$ cat config.mk
export PLATFORM = sky130hd
export DESIGN_NAME = axi_pattern_burst_writer_flat
export DESIGN_NICKNAME = d
export VERILOG_FILES = /design/src/rtl/axi_pattern_burst_writer_pkg.sv /design/src/rtl/axi_pattern_burst_writer_if.sv /design/src/rtl/axi_pattern_gen.sv /design/src/rtl/axi_pattern_burst_writer.sv /design/src/flat_wrapper.sv
export SDC_FILE = /design/constraint.sdc
export NUM_CORES = 1
export LEC_CHECK = 0
export ABC_AREA = 1
export CAP_MARGIN = 15
export CORE_MARGIN = 3
export CORE_UTILIZATION = 34
export DETAILED_ROUTE_END_ITERATION = 8
export DONT_BUFFER_PORTS = 1
export GPL_ROUTABILITY_DRIVEN = 0
export HOLD_SLACK_MARGIN = 0.12
export SLEW_MARGIN = 10
export SYNTH_ARGS = -nofsm -noshare
export SYNTH_HDL_FRONTEND = slang
export SYNTH_SLANG_ARGS = --single-unit
$ cat constraint.sdc
create_clock -name ACLK -period 7.5 [get_ports ACLK]
set_input_delay 0.75 -clock ACLK [delete_from_list [all_inputs] [get_ports ACLK]]
set_output_delay 0.75 -clock ACLK [all_outputs]
set_load 0.1 [all_outputs]
$ cat src/rtl/axi_pattern_burst_writer_pkg.sv
// Shared constants for the AXI pattern burst writer.
// Response codes, burst type, FSM encodings and 4KB helper.
package axi_pattern_pkg;

  localparam logic [1:0] AXI_RESP_OKAY   = 2'b00;
  localparam logic [1:0] AXI_RESP_EXOKAY = 2'b01;
  localparam logic [1:0] AXI_RESP_SLVERR = 2'b10;
  localparam logic [1:0] AXI_RESP_DECERR = 2'b11;

  localparam logic [1:0] BURST_INCR = 2'b01;

  localparam logic [2:0] ST_IDLE = 3'd0;
  localparam logic [2:0] ST_ADDR = 3'd1;
  localparam logic [2:0] ST_DATA = 3'd2;
  localparam logic [2:0] ST_RESP = 3'd3;
  localparam logic [2:0] ST_FIN  = 3'd4;

  // Beats left before the next 4KB page, given the page offset.
  function automatic logic [12:0] beats_to_4k(
    input logic [11:0] off,
    input int unsigned lg
  );
    beats_to_4k = (13'h1000 - {1'b0, off}) >> lg;
  endfunction

endpackage

$ cat src/rtl/axi_pattern_burst_writer_if.sv
// AXI4 write-only bus between pattern writer and memory slave.
// Master drives AW/W and bready; slave drives readies and B.
interface axi_pattern_burst_writer_if #(
  parameter int ADDR_W = 44,
  parameter int DATA_W = 128
);

  logic [ADDR_W-1:0]   awaddr;
  logic [7:0]          awlen;
  logic [2:0]          awsize;
  logic [1:0]          awburst;
  logic [3:0]          awcache;
  logic [2:0]          awprot;
  logic                awvalid;
  logic                awready;
  logic [DATA_W-1:0]   wdata;
  logic [DATA_W/8-1:0] wstrb;
  logic                wlast;
  logic                wvalid;
  logic                wready;
  logic [1:0]          bresp;
  logic                bvalid;
  logic                bready;

  modport master (
    output awaddr, awlen, awsize, awburst,
    output awcache, awprot, awvalid,
    output wdata, wstrb, wlast, wvalid,
    output bready,
    input  awready, wready, bresp, bvalid
  );

  modport slave (
    input  awaddr, awlen, awsize, awburst,
    input  awcache, awprot, awvalid,
    input  wdata, wstrb, wlast, wvalid,
    input  bready,
    output awready, wready, bresp, bvalid
  );

endinterface

$ cat src/rtl/axi_pattern_gen.sv
// Beat data generator: constant pattern or per-lane byte address.
// Lane k of an address-pattern beat carries beat address + 4k.
module axi_pattern_gen #(
  parameter int DATA_W = 128
) (
  input  logic              mode_i,
  input  logic [DATA_W-1:0] pattern_i,
  input  logic [31:0]       addr_i,
  output logic [DATA_W-1:0] data_o
);

  always_comb begin
    data_o = '0;
    for (int k = 0; k < DATA_W / 32; k++) begin
      data_o[32*k +: 32] = mode_i ?
        addr_i + 32'(4 * k) :
        pattern_i[32*k +: 32];
    end
  end

endmodule

$ cat src/rtl/axi_pattern_burst_writer.sv
// AXI4 write master filling memory with a deterministic pattern.
// One outstanding 4KB-safe INCR burst at a time; sticky error on bad BRESP.
module axi_pattern_burst_writer
  import axi_pattern_pkg::*;
#(
  parameter int ADDR_W    = 44,
  parameter int DATA_W    = 128,
  parameter int MAX_BURST = 16,
  parameter int CNT_W     = 16
) (
  input  logic              ACLK,
  input  logic              ARESETn,
  input  logic              start,
  input  logic [ADDR_W-1:0] base_addr,
  input  logic [CNT_W-1:0]  num_beats,
  input  logic              pattern_mode,
  input  logic [DATA_W-1:0] pattern,
  output logic              busy,
  output logic              done,
  output logic              error,
  output logic [1:0]        err_resp,
  axi_pattern_burst_writer_if.master m_axi
);

  localparam int BPB = DATA_W / 8;
  localparam int LG  = $clog2(BPB);
  localparam logic [ADDR_W-1:0] AMASK =
    ~ADDR_W'(BPB - 1);

  logic [2:0]        state_q, state_d;
  logic [ADDR_W-1:0] addr_q, addr_d;
  logic [CNT_W-1:0]  rem_q, rem_d;
  logic              mode_q, mode_d;
  logic [DATA_W-1:0] pat_q, pat_d;
  logic [8:0]        len_q, len_d;
  logic [8:0]        beat_q, beat_d;
  logic [31:0]       baddr_q, baddr_d;
  logic              error_q, error_d;
  logic [1:0]        err_resp_q, err_resp_d;

  logic [12:0] b4k;
  logic [8:0]  len_c;
  logic        last;

  assign b4k  = beats_to_4k(addr_q[11:0], LG);
  assign last = (beat_q == len_q - 9'd1);

  // Burst length: remaining beats, MAX_BURST and 4KB page limit.
  always_comb begin
    len_c = 9'(MAX_BURST);
    if (b4k < 13'(len_c))
      len_c = b4k[8:0];
    if (rem_q < CNT_W'(len_c))
      len_c = rem_q[8:0];
  end

  always_comb begin
    state_d    = state_q;
    addr_d     = addr_q;
    rem_d      = rem_q;
    mode_d     = mode_q;
    pat_d      = pat_q;
    len_d      = len_q;
    beat_d     = beat_q;
    baddr_d    = baddr_q;
    error_d    = error_q;
    err_resp_d = err_resp_q;
    unique case (state_q)
      ST_IDLE: begin
        if (start) begin
          addr_d     = base_addr & AMASK;
          rem_d      = num_beats;
          mode_d     = pattern_mode;
          pat_d      = pattern;
          error_d    = 1'b0;
          err_resp_d = AXI_RESP_OKAY;
          state_d    = (num_beats == '0) ?
                       ST_FIN : ST_ADDR;
        end
      end
      ST_ADDR: begin
        if (m_axi.awready) begin
          len_d   = len_c;
          beat_d  = 9'd0;
          baddr_d = addr_q[31:0];
          state_d = ST_DATA;
        end
      end
      ST_DATA: begin
        if (m_axi.wready) begin
          baddr_d = baddr_q + 32'(BPB);
          beat_d  = beat_q + 9'd1;
          if (last)
            state_d = ST_RESP;
        end
      end
      ST_RESP: begin
        if (m_axi.bvalid) begin
          if (m_axi.bresp != AXI_RESP_OKAY) begin
            if (!error_q) begin
              error_d    = 1'b1;
              err_resp_d = m_axi.bresp;
            end
            state_d = ST_FIN;
          end else begin
            addr_d  = addr_q +
                      (ADDR_W'(len_q) << LG);
            rem_d   = rem_q - CNT_W'(len_q);
            state_d = (rem_q == CNT_W'(len_q)) ?
                      ST_FIN : ST_ADDR;
          end
        end
      end
      ST_FIN:  state_d = ST_IDLE;
      default: state_d = ST_IDLE;
    endcase
  end

  always_ff @(posedge ACLK or negedge ARESETn) begin
    if (!ARESETn) begin
      state_q    <= ST_IDLE;
      addr_q     <= '0;
      rem_q      <= '0;
      mode_q     <= 1'b0;
      pat_q      <= '0;
      len_q      <= 9'd0;
      beat_q     <= 9'd0;
      baddr_q    <= 32'd0;
      error_q    <= 1'b0;
      err_resp_q <= 2'b00;
    end else begin
      state_q    <= state_d;
      addr_q     <= addr_d;
      rem_q      <= rem_d;
      mode_q     <= mode_d;
      pat_q      <= pat_d;
      len_q      <= len_d;
      beat_q     <= beat_d;
      baddr_q    <= baddr_d;
      error_q    <= error_d;
      err_resp_q <= err_resp_d;
    end
  end

  axi_pattern_gen #(
    .DATA_W (DATA_W)
  ) u_gen (
    .mode_i    (mode_q),
    .pattern_i (pat_q),
    .addr_i    (baddr_q),
    .data_o    (m_axi.wdata)
  );

  assign m_axi.awvalid = (state_q == ST_ADDR);
  assign m_axi.awaddr  = addr_q;
  assign m_axi.awlen   = m_axi.awvalid ?
                         8'(len_c - 9'd1) : 8'd0;
  assign m_axi.awsize  = 3'(LG);
  assign m_axi.awburst = BURST_INCR;
  assign m_axi.awcache = 4'hF;
  assign m_axi.awprot  = 3'b000;
  assign m_axi.wstrb   = '1;
  assign m_axi.wvalid  = (state_q == ST_DATA);
  assign m_axi.wlast   = m_axi.wvalid && last;
  assign m_axi.bready  = (state_q == ST_RESP);

  assign busy     = (state_q == ST_ADDR) ||
                    (state_q == ST_DATA) ||
                    (state_q == ST_RESP);
  assign done     = (state_q == ST_FIN);
  assign error    = error_q;
  assign err_resp = err_resp_q;

endmodule

$ cat src/flat_wrapper.sv
// flat-port wrapper written by rule: the top's interface ports become plain ports
module axi_pattern_burst_writer_flat import axi_pattern_pkg::*;
#(
  parameter int ADDR_W    = 44,
  parameter int DATA_W    = 128,
  parameter int MAX_BURST = 16,
  parameter int CNT_W     = 16
)
  (ACLK, ARESETn, start, base_addr, num_beats, pattern_mode, pattern, busy, done, error, err_resp, m_axi_awaddr, m_axi_awlen, m_axi_awsize, m_axi_awburst, m_axi_awcache, m_axi_awprot, m_axi_awvalid, m_axi_wdata, m_axi_wstrb, m_axi_wlast, m_axi_wvalid, m_axi_bready, m_axi_awready, m_axi_wready, m_axi_bresp, m_axi_bvalid);
  axi_pattern_burst_writer_if #(.ADDR_W(ADDR_W), .DATA_W(DATA_W)) m_axi_i ();
  input  logic ACLK;
  input  logic ARESETn;
  input  logic start;
  input  logic [ADDR_W-1:0] base_addr;
  input  logic [CNT_W-1:0] num_beats;
  input  logic pattern_mode;
  input  logic [DATA_W-1:0] pattern;
  output logic busy;
  output logic done;
  output logic error;
  output logic [1:0] err_resp;
  output wire logic [$bits(m_axi_i.awaddr)-1:0] m_axi_awaddr;
  output wire logic [$bits(m_axi_i.awlen)-1:0] m_axi_awlen;
  output wire logic [$bits(m_axi_i.awsize)-1:0] m_axi_awsize;
  output wire logic [$bits(m_axi_i.awburst)-1:0] m_axi_awburst;
  output wire logic [$bits(m_axi_i.awcache)-1:0] m_axi_awcache;
  output wire logic [$bits(m_axi_i.awprot)-1:0] m_axi_awprot;
  output wire logic [$bits(m_axi_i.awvalid)-1:0] m_axi_awvalid;
  output wire logic [$bits(m_axi_i.wdata)-1:0] m_axi_wdata;
  output wire logic [$bits(m_axi_i.wstrb)-1:0] m_axi_wstrb;
  output wire logic [$bits(m_axi_i.wlast)-1:0] m_axi_wlast;
  output wire logic [$bits(m_axi_i.wvalid)-1:0] m_axi_wvalid;
  output wire logic [$bits(m_axi_i.bready)-1:0] m_axi_bready;
  input wire logic [$bits(m_axi_i.awready)-1:0] m_axi_awready;
  input wire logic [$bits(m_axi_i.wready)-1:0] m_axi_wready;
  input wire logic [$bits(m_axi_i.bresp)-1:0] m_axi_bresp;
  input wire logic [$bits(m_axi_i.bvalid)-1:0] m_axi_bvalid;
  assign m_axi_awaddr = m_axi_i.awaddr;
  assign m_axi_awlen = m_axi_i.awlen;
  assign m_axi_awsize = m_axi_i.awsize;
  assign m_axi_awburst = m_axi_i.awburst;
  assign m_axi_awcache = m_axi_i.awcache;
  assign m_axi_awprot = m_axi_i.awprot;
  assign m_axi_awvalid = m_axi_i.awvalid;
  assign m_axi_wdata = m_axi_i.wdata;
  assign m_axi_wstrb = m_axi_i.wstrb;
  assign m_axi_wlast = m_axi_i.wlast;
  assign m_axi_wvalid = m_axi_i.wvalid;
  assign m_axi_bready = m_axi_i.bready;
  assign m_axi_i.awready = m_axi_awready;
  assign m_axi_i.wready = m_axi_wready;
  assign m_axi_i.bresp = m_axi_bresp;
  assign m_axi_i.bvalid = m_axi_bvalid;
  axi_pattern_burst_writer #(.ADDR_W(ADDR_W), .DATA_W(DATA_W), .MAX_BURST(MAX_BURST), .CNT_W(CNT_W)) u_core (.ACLK(ACLK), .ARESETn(ARESETn), .start(start), .base_addr(base_addr), .num_beats(num_beats), .pattern_mode(pattern_mode), .pattern(pattern), .busy(busy), .done(done), .error(error), .err_resp(err_resp), .m_axi(m_axi_i));
endmodule
==> impl_results.md, run 1 <==
* Max Slew Vio Count at 0
* DIE HEIGHT at roughly 220 um
* Initial antenna violation count at 6
* Hold Path Depth at 2
* Final #Nets at approximately 2300
* Global-route wire length before repair at 84500 um
* Post-layout util at between 40% and 50%
* # port buffers at 0
* Shortest period the worst path allows at ~6100 ps
* Layout cell share with drive strength beyond 1 at 12.6%
* CTS Buf Count at 30
* Die area at ~0.047 mm2
* Multiplexer area fraction after synthesis at 0%
* Pre-CTS WS at 2050 ps
* Min-Delay Path Class: in -> reg
* Via count at roughly 14000
* Synth Instances at 2094
* Die Wd at 217 um
* TritonCTS clock tree: built
* Period utilisation layout at around four fifths
* Final setup violation count at 0
* Combinational family with the most area after synthesis: simple AND/OR/NAND/NOR gates
* Arr. time, crit path at about 5400 ps
* Std cell rows at 76
* Headroom to the max-slew limit at between 10% and 20%
* Synth top area cells: dfrtp_1 (39%), nand2_1 (11%), o21ai_0 (11%)
* Total GRT Usage at between 20% and 30%
* Max incr delay on CP at slightly above 1000 ps
* Seq cells post-synth at about 240
* Core area at around 0.043 mm2
* Clk slew on worst S/H paths at around 60 ps
* Worst-path fanout max at 10
* Number of remaining DRC errors at 0
* Crit start category: flip-flop
* Fillers at ~4600
* HPWL Detailed at ~43000 um
* Sequential share of the synthesized area at 39.4%
* Share of the synthesized area in the top cell type at 39.4%
* Starting Density at between 30% and 40%
* # Post-CTS Setup Buffers at 0
* CP Class: reg -> out
* Worst Setup End Kind: output port
* Pre-Repair DR Iteration Count at 5
* Maxcap violations at 0
* RSZ-0062 raised after global routing: false
* Synth Area in XOR/XNOR at 3.01%
* IO Pins at 414
* Area grow syn2layout at 15.7%
* DRT iter0 DRCs at between 1000 and 1500
* Slowest CP cell: dfrtp_1
* Post-Synth Adder-Cell Area at between 3 and 4%
* Drt wl/cell at around 21 um
* Htree depth at 1
* ANT nets after route at 0
* CTS Buffer Depth at 3
* CP cell instances: inv_1, nand2_1, nor2_1, nor2_1, nand2_1, a21oi_1, inv_1, ha_1, a21oi_1, nand2_1, nand2_1, nand2_1, nand2_1, nand2_2, nand2_1, nand2_1, ha_1, nand3_1, nor2_1, nand4_1, nand2_1, nor2_2
* Post-synth top area cell: dfrtp_1
* Worst-Margin Slew at 1290 ps
* Post-synthesis compound-gate area fraction at between 20% and 30%
* Netlist cell types at 52
* Yosys warns at 0
* Clock root buffer: clkbuf_16
* Final setup TNS at 0 ps
* Multi-input logic area at 0.00803 mm2
* Crit-path most repeated cell: nand2_1
* Worst skew pair latency at between 500 and 600 ps
* Max Freq at 0.164 GHz
* Clk_skew at ~25 ps
* Worst Slack Setup Final at around 1400 ps
* Syn Std Cell Area at between 0.015 and 0.02 mm2
* Simple-Gate Fraction of Synth Area at 21.9%
* Final Hold Fails at 0
* FF+latch area at 0.00596 mm2
* Largest net degree at the start of global routing at about 250
* Routed wire length at between 50000 and 60000 um
* CTS Sinks at 238
* R2R depth at 14
* CP Data Required Time at just under 7000 ps
* Number of global-route vias before repair at between 10000 and 15000
* Status: finished clean
* Total gr overflow at 0
* Avg Cell Area, Syn at between 7 and 8 um2
* DR vias/cell at ~5.3
## cell usage after synthesis (all sizes together)
cell type	count
clkbuf	75
nor4	20
o21a	1
a31oi	10
nand2	456
o31ai	4
nand4	23
xor2	43
nand3	73
clkinv	1
nor3b	2
nor3	46
o211ai	42
a21boi	1
and3	2
buf	49
fa	2
a21oi	75
o22ai	14
o21ai	362
nor2	148
a41oi	1
inv	304
a22oi	13
a221o	1
a22o	3
o221ai	22
and2	1
conb	2
a21o	3
a211oi	1
dfrtp	238
xnor2	9
nand3b	1
ha	35
or2	11
## metal layers
layer | wire length [um] | global-route usage, %
met3 | 5350 | 7.22
met5 | 24 | 0
met4 | 2980 | 10.5
met2 | 26000 | 37.3
met1 | 22400 | 28.5
## metrics by stage
step / instances / instance area (um2) / hold slack [ps]
floorplan: 2128 / 15200 / 437
global placement: 2632 / 16300 / 461
detailed placement: 2637 / 16400 / 461
CTS: 2690 / 17400 / 260
global route: 2693 / 17500 / 274
finish: 2694 / 17500 / 294
## repair_timing
| action | CTS | global route |
|---|---|---|
| endpoints found under the hold margin | 238 | 13 |
| gates resized for setup | 0 | 0 |
| hold buffers | 1 | 1 |
## logic make-up after synthesis
kind of cell	Yosys count
buf+inv	429
flops	238
xor+xnor	52
fa+ha+maj	37
compound gates	553
other cells	2
simple gates	783
## worst paths after layout
kind | startpoint | endpoint | slack [ps]
setup / recovery | u_core.m_axi.awaddr[7]$_DFFE_PN0P_ | m_axi_awlen[6] | 1390
hold / removal | pattern[121] | u_core.pat_q[121]$_DFFE_PN0P_ | 290
setup reg to reg | u_core.state_q[2]$_DFFE_PN0P_ | u_core.m_axi.awaddr[34]$_DFFE_PN0P_ | 2550
hold reg to reg | u_core.pat_q[83]$_DFFE_PN0P_ | u_core.pat_q[83]$_DFFE_PN0P_ | 470
max in group asynchronous | ARESETn | u_core.state_q[0]$_DFFE_PN0P_ | 5570
min in group asynchronous | ARESETn | u_core.pat_q[2]$_DFFE_PN0P_ | 730
## sequential cells by signal, summed over array words and instances (netlist names)
name and cells:
u_core.pat_q 128, u_core.baddr_q 29, u_core.error 1, u_core.m_axi.awaddr 40
u_core.mode_q 1, u_core.rem_q 16, u_core.len_q 9, u_core.state_q 3
u_core.beat_q 9, u_core.err_resp 2
## placed cells by master (no fill, tap or decap), types with 36 or more instances in the layout
master	synthesis	final
inv_1	297	297
a21oi_1	75	70
o21ai_2	2	107
nor2_1	143	134
nor3_1	43	42
conb_1	2	36
nand2_1	455	455
xor2_1	43	43
nand3_1	73	73
buf_4	32	39
o21ai_0	336	230
dfrtp_1	238	237
## area by class of cell
cell class              count  area share [%]
well taps                 585            4.19
flip-flops and latches    238            34.1
multi-input cells        1461            46.0
diodes                      2          0.0286
clock buffers              43            4.80
clock inverters             9           0.917
repair buffers             51            3.42
inverters                 305            6.57
## critical path: cells and delay by family, from the launching register on
family	cells	cell delay [ps]
compound gates	2	420
fa+ha+maj	2	540
buf+inv	2	380
flops	1	1010
simple gates	16	2420
Power of run 1 is not shown: default switching activity piles up to over one toggle a cycle in this logic, so the estimate is an artifact.
==> run 2, diff against run 1 <==
clock period = 5.4 ns   (was 7.5 ns; I/O delays follow)
==> run 2 against run 1 <==
The run now ends with hold timing left. Die area did not move. Final cell count rose by 6.4%. Critical path depth rose by 1. First-iteration DRC count rose by 9.1%.
==> impl_results.md, run 2 (same netlist as run 1, synthesis figures left out) <==
* DRT iter0 DRCs at around 1400
* Global-route wire length before repair at slightly below 90000 um
* Total GRT Usage at 23.8%
* Worst skew pair latency at 580 ps
* Max incr delay on CP at 320 ps
* Total gr overflow at 0
* CP Data Required Time at 4860 ps
* Layout cell share with drive strength beyond 1 at 13.0%
* Number of global-route vias before repair at around 15000
* Core area at 0.0435 mm2
* Worst-Margin Slew at between 1000 and 1500 ps
* Number of remaining DRC errors at 0
* Largest net degree at the start of global routing at 248
* Drt wl/cell at slightly above 20 um
* CTS Sinks at about 240
* Die area at 0.0470 mm2
* Crit start category: flip-flop
* Initial antenna violation count at 2
* Worst-path fanout max at 10
* R2r setup slk at about 1700 ps
* CTS Buffer Depth at 3
* Die Wd at approximately 220 um
* Commonest non-fill, non-tap cell in the layout: nand2_1
* # port buffers at 0
* Failing checks: hold timing
* Final setup violation count at 0
* WHS at -344 ps
* Clk_skew at 11.9 ps
* Clk slew on worst S/H paths at 60 ps
* Fillers at ~4300
* Arr. time, crit path at roughly 4500 ps
* Maxcap violations at 0
* Max FFs per register at between 100 and 150
* Min-Delay Path Class: in -> async
* Shortest period the worst path allows at between 5000 and 6000 ps
* Most frequent cells in the layout: nand2_1 (455), inv_1 (297), dfrtp_1 (237)
* IO Pins at approximately 410
* HPWL Detailed at 43100 um
* Cts hold-fix bufs at about 150
* Period utilisation layout at 92.8%
* Worst Setup End Kind: output port
* Pre-Repair DR Iteration Count at 8
* DR vias/cell at between 5 and 6
* Htree depth at 1
* TritonCTS clock tree: built
* CP cell instances: buf_4, inv_1, nand2_1, nor2_1, nor2_1, nand2_1, a21oi_1, inv_1, ha_1, nand2_1, inv_1, nand2_1, nand2_1, nand2_1, nand2_1, nand2_1, nand2_2, nand2_1, nand2_1, ha_1, or2_2, a21oi_2, buf_4
* Biggest register: u_core.pat_q
* Via count at ~15000
* Area grow syn2layout at 26.7%
* DIE HEIGHT at 217 um
* RSZ-0062 raised after global routing: false
* Final #Nets at about 2500
* CP Class: reg -> out
* Max Freq at roughly 0.20 GHz
* Crit-path most repeated cell: nand2_1
* Headroom to the max-slew limit at about 17%
* Max Slew Vio Count at 0
* ANT nets after route at 0
* CTS Buf Count at 31
* Slowest CP cell: dfrtp_1
* Final setup TNS at 0 ps
* Final Hold Fails at roughly 240
* Starting Density at 34.8%
* Std cell rows at 76
* R2R depth at 14
* Status: finished, violations left
* Routed wire length at a little under 60000 um
* Clock root buffer: clkbuf_16
[run 2: changes by cell type in the layout (fill, tap and decap cells not counted), sizes merged]
| cell | change |
|---|---|
| clkinv | +3 |
| bufinv | +1 |
| dlygate4sd3 | +151 |
| inv | +2 |
| diode | -1 |
| clkbuf | -5 |
| buf | +18 |
| clkinvlp | +4 |
[run 2: area by class of cell]
class	instances	area (um2)	area share (%)
Sequential cell	238	5960	31.1
Tap cell	585	732	3.83
Multi-Input combinational cell	1461	8030	42.0
Clock buffer	38	852	4.45
Inverter	305	1150	6.00
Antenna cell	1	2.50	0.0131
Timing Repair Buffer	220	2160	11.3
Clock inverter	19	253	1.32
[run 2: metal layers]
layer / global-route usage [%] / wire length (um)
met5: 0 / 13
met3: 5.99 / 4730
met2: 40.3 / 27500
met4: 6.96 / 1960
met1: 30.0 / 24200
[run 2: worst paths after layout]
kind,startpoint,to
setup / recovery,u_core.m_axi.awaddr[7]$_DFFE_PN0P_,m_axi_awlen[2]
hold / removal,ARESETn,u_core.pat_q[35]$_DFFE_PN0P_
setup reg to reg,u_core.state_q[2]$_DFFE_PN0P_,u_core.beat_q[8]$_DFFE_PN0P_
hold reg to reg,u_core.pat_q[101]$_DFFE_PN0P_,u_core.pat_q[101]$_DFFE_PN0P_
max in group asynchronous,ARESETn,u_core.beat_q[2]$_DFFE_PN0P_
min in group ACLK,base_addr[18],u_core.m_axi.awaddr[18]$_DFFE_PN0P_
[run 2: critical path: cells and delay by family (launching register included)]
kind            cells  cell delay [ps]
flops               1              320
fa+ha+maj           2              540
simple gates       14             1650
compound gates      2              420
buf+inv             5              940
[run 2: repair_timing]
action,in CTS,in global routing
hold endpoints to repair,390,238
resized for setup,0,1
setup endpoints to repair,0,2
setup buffers,0,0
[run 2: metrics by stage]
step	cells	cell area, um2	util [%]	worst slack (ps)	hold WS, ps
after global placement	2654	16400	37.8	1150	254
after detailed placement	2657	16500	38.0	1090	253
after CTS	2866	19100	44.0	427	-376
after global routing	2867	19100	44.0	59.9	-374
after floorplan	2128	15200	-	51.3	244
final	2867	19100	44.0	389	-344
Power of run 2 is left out for the same reason.
==> run 3, diff against run 2 <==
RECOVER_POWER = 25   (was default)
clock period = 4.95 ns   (was 5.4 ns; I/O delays follow)
==> run 3 against run 2 <==
The flow still finishes with violations (hold timing). Hold slack got worse by 63 ps. Die area stayed put. Worst setup slack got worse by 77 ps. Critical endpoint unchanged.
==> impl_results.md, run 3 (same netlist as run 1, synthesis figures left out) <==
* Clk_skew at between 20 and 30 ps
* Routed wire length at 59100 um
* Number of remaining DRC errors at 0
* CTS Buf Count at 30
* Area grow syn2layout at 28.7%
* Layout cell share with drive strength beyond 1 at 13.3%
* CTS Sinks at around 240
* Crit start category: flip-flop
* Post-route cell area at 0.0194 mm2
* Clock root buffer: clkbuf_16
* Via count at 15400
* Period utilisation layout at 93.7%
* Max FFs per register at 128
* DIE HEIGHT at 217 um
* ANT nets after route at 0
* Worst-Margin Slew at between 1000 and 1500 ps
* Total gr overflow at 0
* Max Slew Vio Count at 0
* Status: finished, violations left
* Cts hold-fix bufs at around 180
* IO Pins at ~410
* Final setup violation count at 0
* CP Data Required Time at 4450 ps
* Post-layout util at between 40 and 50%
* WHS at -407 ps
* Die area at about 0.047 mm2
* Drt wl/cell at 20.4 um
* Final Hold Fails at between 200 and 250
* Htree depth at 1
* Starting Density at between 30% and 40%
* Worst skew pair latency at roughly 600 ps
* Arr. time, crit path at around 4100 ps
* CTS Buffer Depth at 3
* Most frequent cells in the layout: nand2_1 (454), inv_1 (296), dfrtp_1 (236)
* Clk slew on worst S/H paths at about 60 ps
* CP Class: reg -> out
* Shortest period the worst path allows at ~4600 ps
* Commonest non-fill, non-tap cell in the layout: nand2_1
* Headroom to the max-slew limit at between 10% and 20%
* Core area at about 0.043 mm2
* Failing checks: hold timing
* Global-route wire length before repair at 89100 um
* Std cell rows at 76
* Biggest register: u_core.pat_q
* Number of global-route vias before repair at between 10000 and 15000
* Worst-path fanout max at 10
* Initial antenna violation count at 2
* Min-Delay Path Class: in -> async
* Maxcap violations at 0
* DRT iter0 DRCs at roughly 1300
* Worst Setup End Kind: output port
* Final #Nets at roughly 2500
* # port buffers at 0
* Largest net degree at the start of global routing at roughly 250
* Die Wd at 217 um
* Max Freq at 0.216 GHz
* Dpl cell area at approximately 0.017 mm2
* Total GRT Usage at between 20% and 30%
* Pre-Repair DR Iteration Count at 6
* HPWL Detailed at roughly 43000 um
* RSZ-0062 raised after global routing: false
* DR vias/cell at roughly 5.3
* TritonCTS clock tree: built
==> run 3: cell count changes in the layout (fill, tap and decap cells not counted), sizes merged <==
cell and change:
clkinvlp -2, buf +10, dlygate4sd3 +27, bufinv -3, inv -2, clkinv +2, clkbuf +3
==> run 3: final timing paths <==
path                                               startpoint                                  end  slack [ps]  depth (start not counted)
setup / recovery           u_core.m_axi.awaddr[5]$_DFFE_PN0P_                       m_axi_awlen[2]         310                         22
hold / removal                                        ARESETn         u_core.pat_q[35]$_DFFE_PN0P_        -410                          0
setup reg to reg                u_core.state_q[2]$_DFFE_PN0P_  u_core.m_axi.awaddr[38]$_DFFE_PN0P_        1180                         12
hold reg to reg                 u_core.pat_q[113]$_DFFE_PN0P_        u_core.pat_q[113]$_DFFE_PN0P_         480                          2
max in group asynchronous                             ARESETn   u_core.m_axi.awaddr[5]$_DFFE_PN0P_        4950                          0
min in group ACLK                                num_beats[9]          u_core.rem_q[9]$_DFFE_PN0P_         160                          2
==> run 3: layout make-up <==
| type | count | area, um2 |
|---|---|---|
| repair buffers | 257 | 2560 |
| clock buffers | 41 | 852 |
| well taps | 585 | 732 |
| clock inverters | 14 | 154 |
| inverters | 305 | 1150 |
| fillers | 4237 | 24000 |
| diodes | 1 | 2.50 |
| flip-flops and latches | 238 | 5960 |
| multi-input cells | 1461 | 8040 |
==> run 3: what timing repair did <==
action,in CTS,in global routing
hold endpoints to repair,417,238
endpoints found under the setup margin,0,5
gates resized for setup,0,6
setup buffers,0,0
==> run 3: stage by stage <==
step | TNS [ps] | setup slack, ps | std cells | hold WS (ps)
after global placement | 0 | 847 | 2665 | 208
after floorplan | -167 | -167 | 2128 | 199
final | 0 | 312 | 2902 | -407
after CTS | 0 | 128 | 2901 | -452
after detailed placement | 0 | 774 | 2667 | 207
after global routing | 0 | 2.49 | 2901 | -441
==> run 3: metal layers <==
layer	GRT usage [%]	wire length, um
met2	40.4	27700
met3	6.42	4830
met5	0	13
met4	8.54	2410
met1	30.0	24200
==> run 3: critical path, stage by stage (launching register included) <==
cell	delay, ps
dfrtp_2	440
inv_1	150
ha_1	200
inv_1	40
nor2_1	70
nand3_1	80
nand2_1	90
nand2_1	130
a21oi_2	200
inv_1	100
ha_1	300
a21oi_1	130
nand2_1	80
nand2_1	60
nand2_1	50
nand2_2	140
nand2_2	150
nand2_1	120
nand2_1	80
ha_1	230
or2_2	310
a21oi_2	200
buf_12	200
Power of run 3 is left out for the same reason.
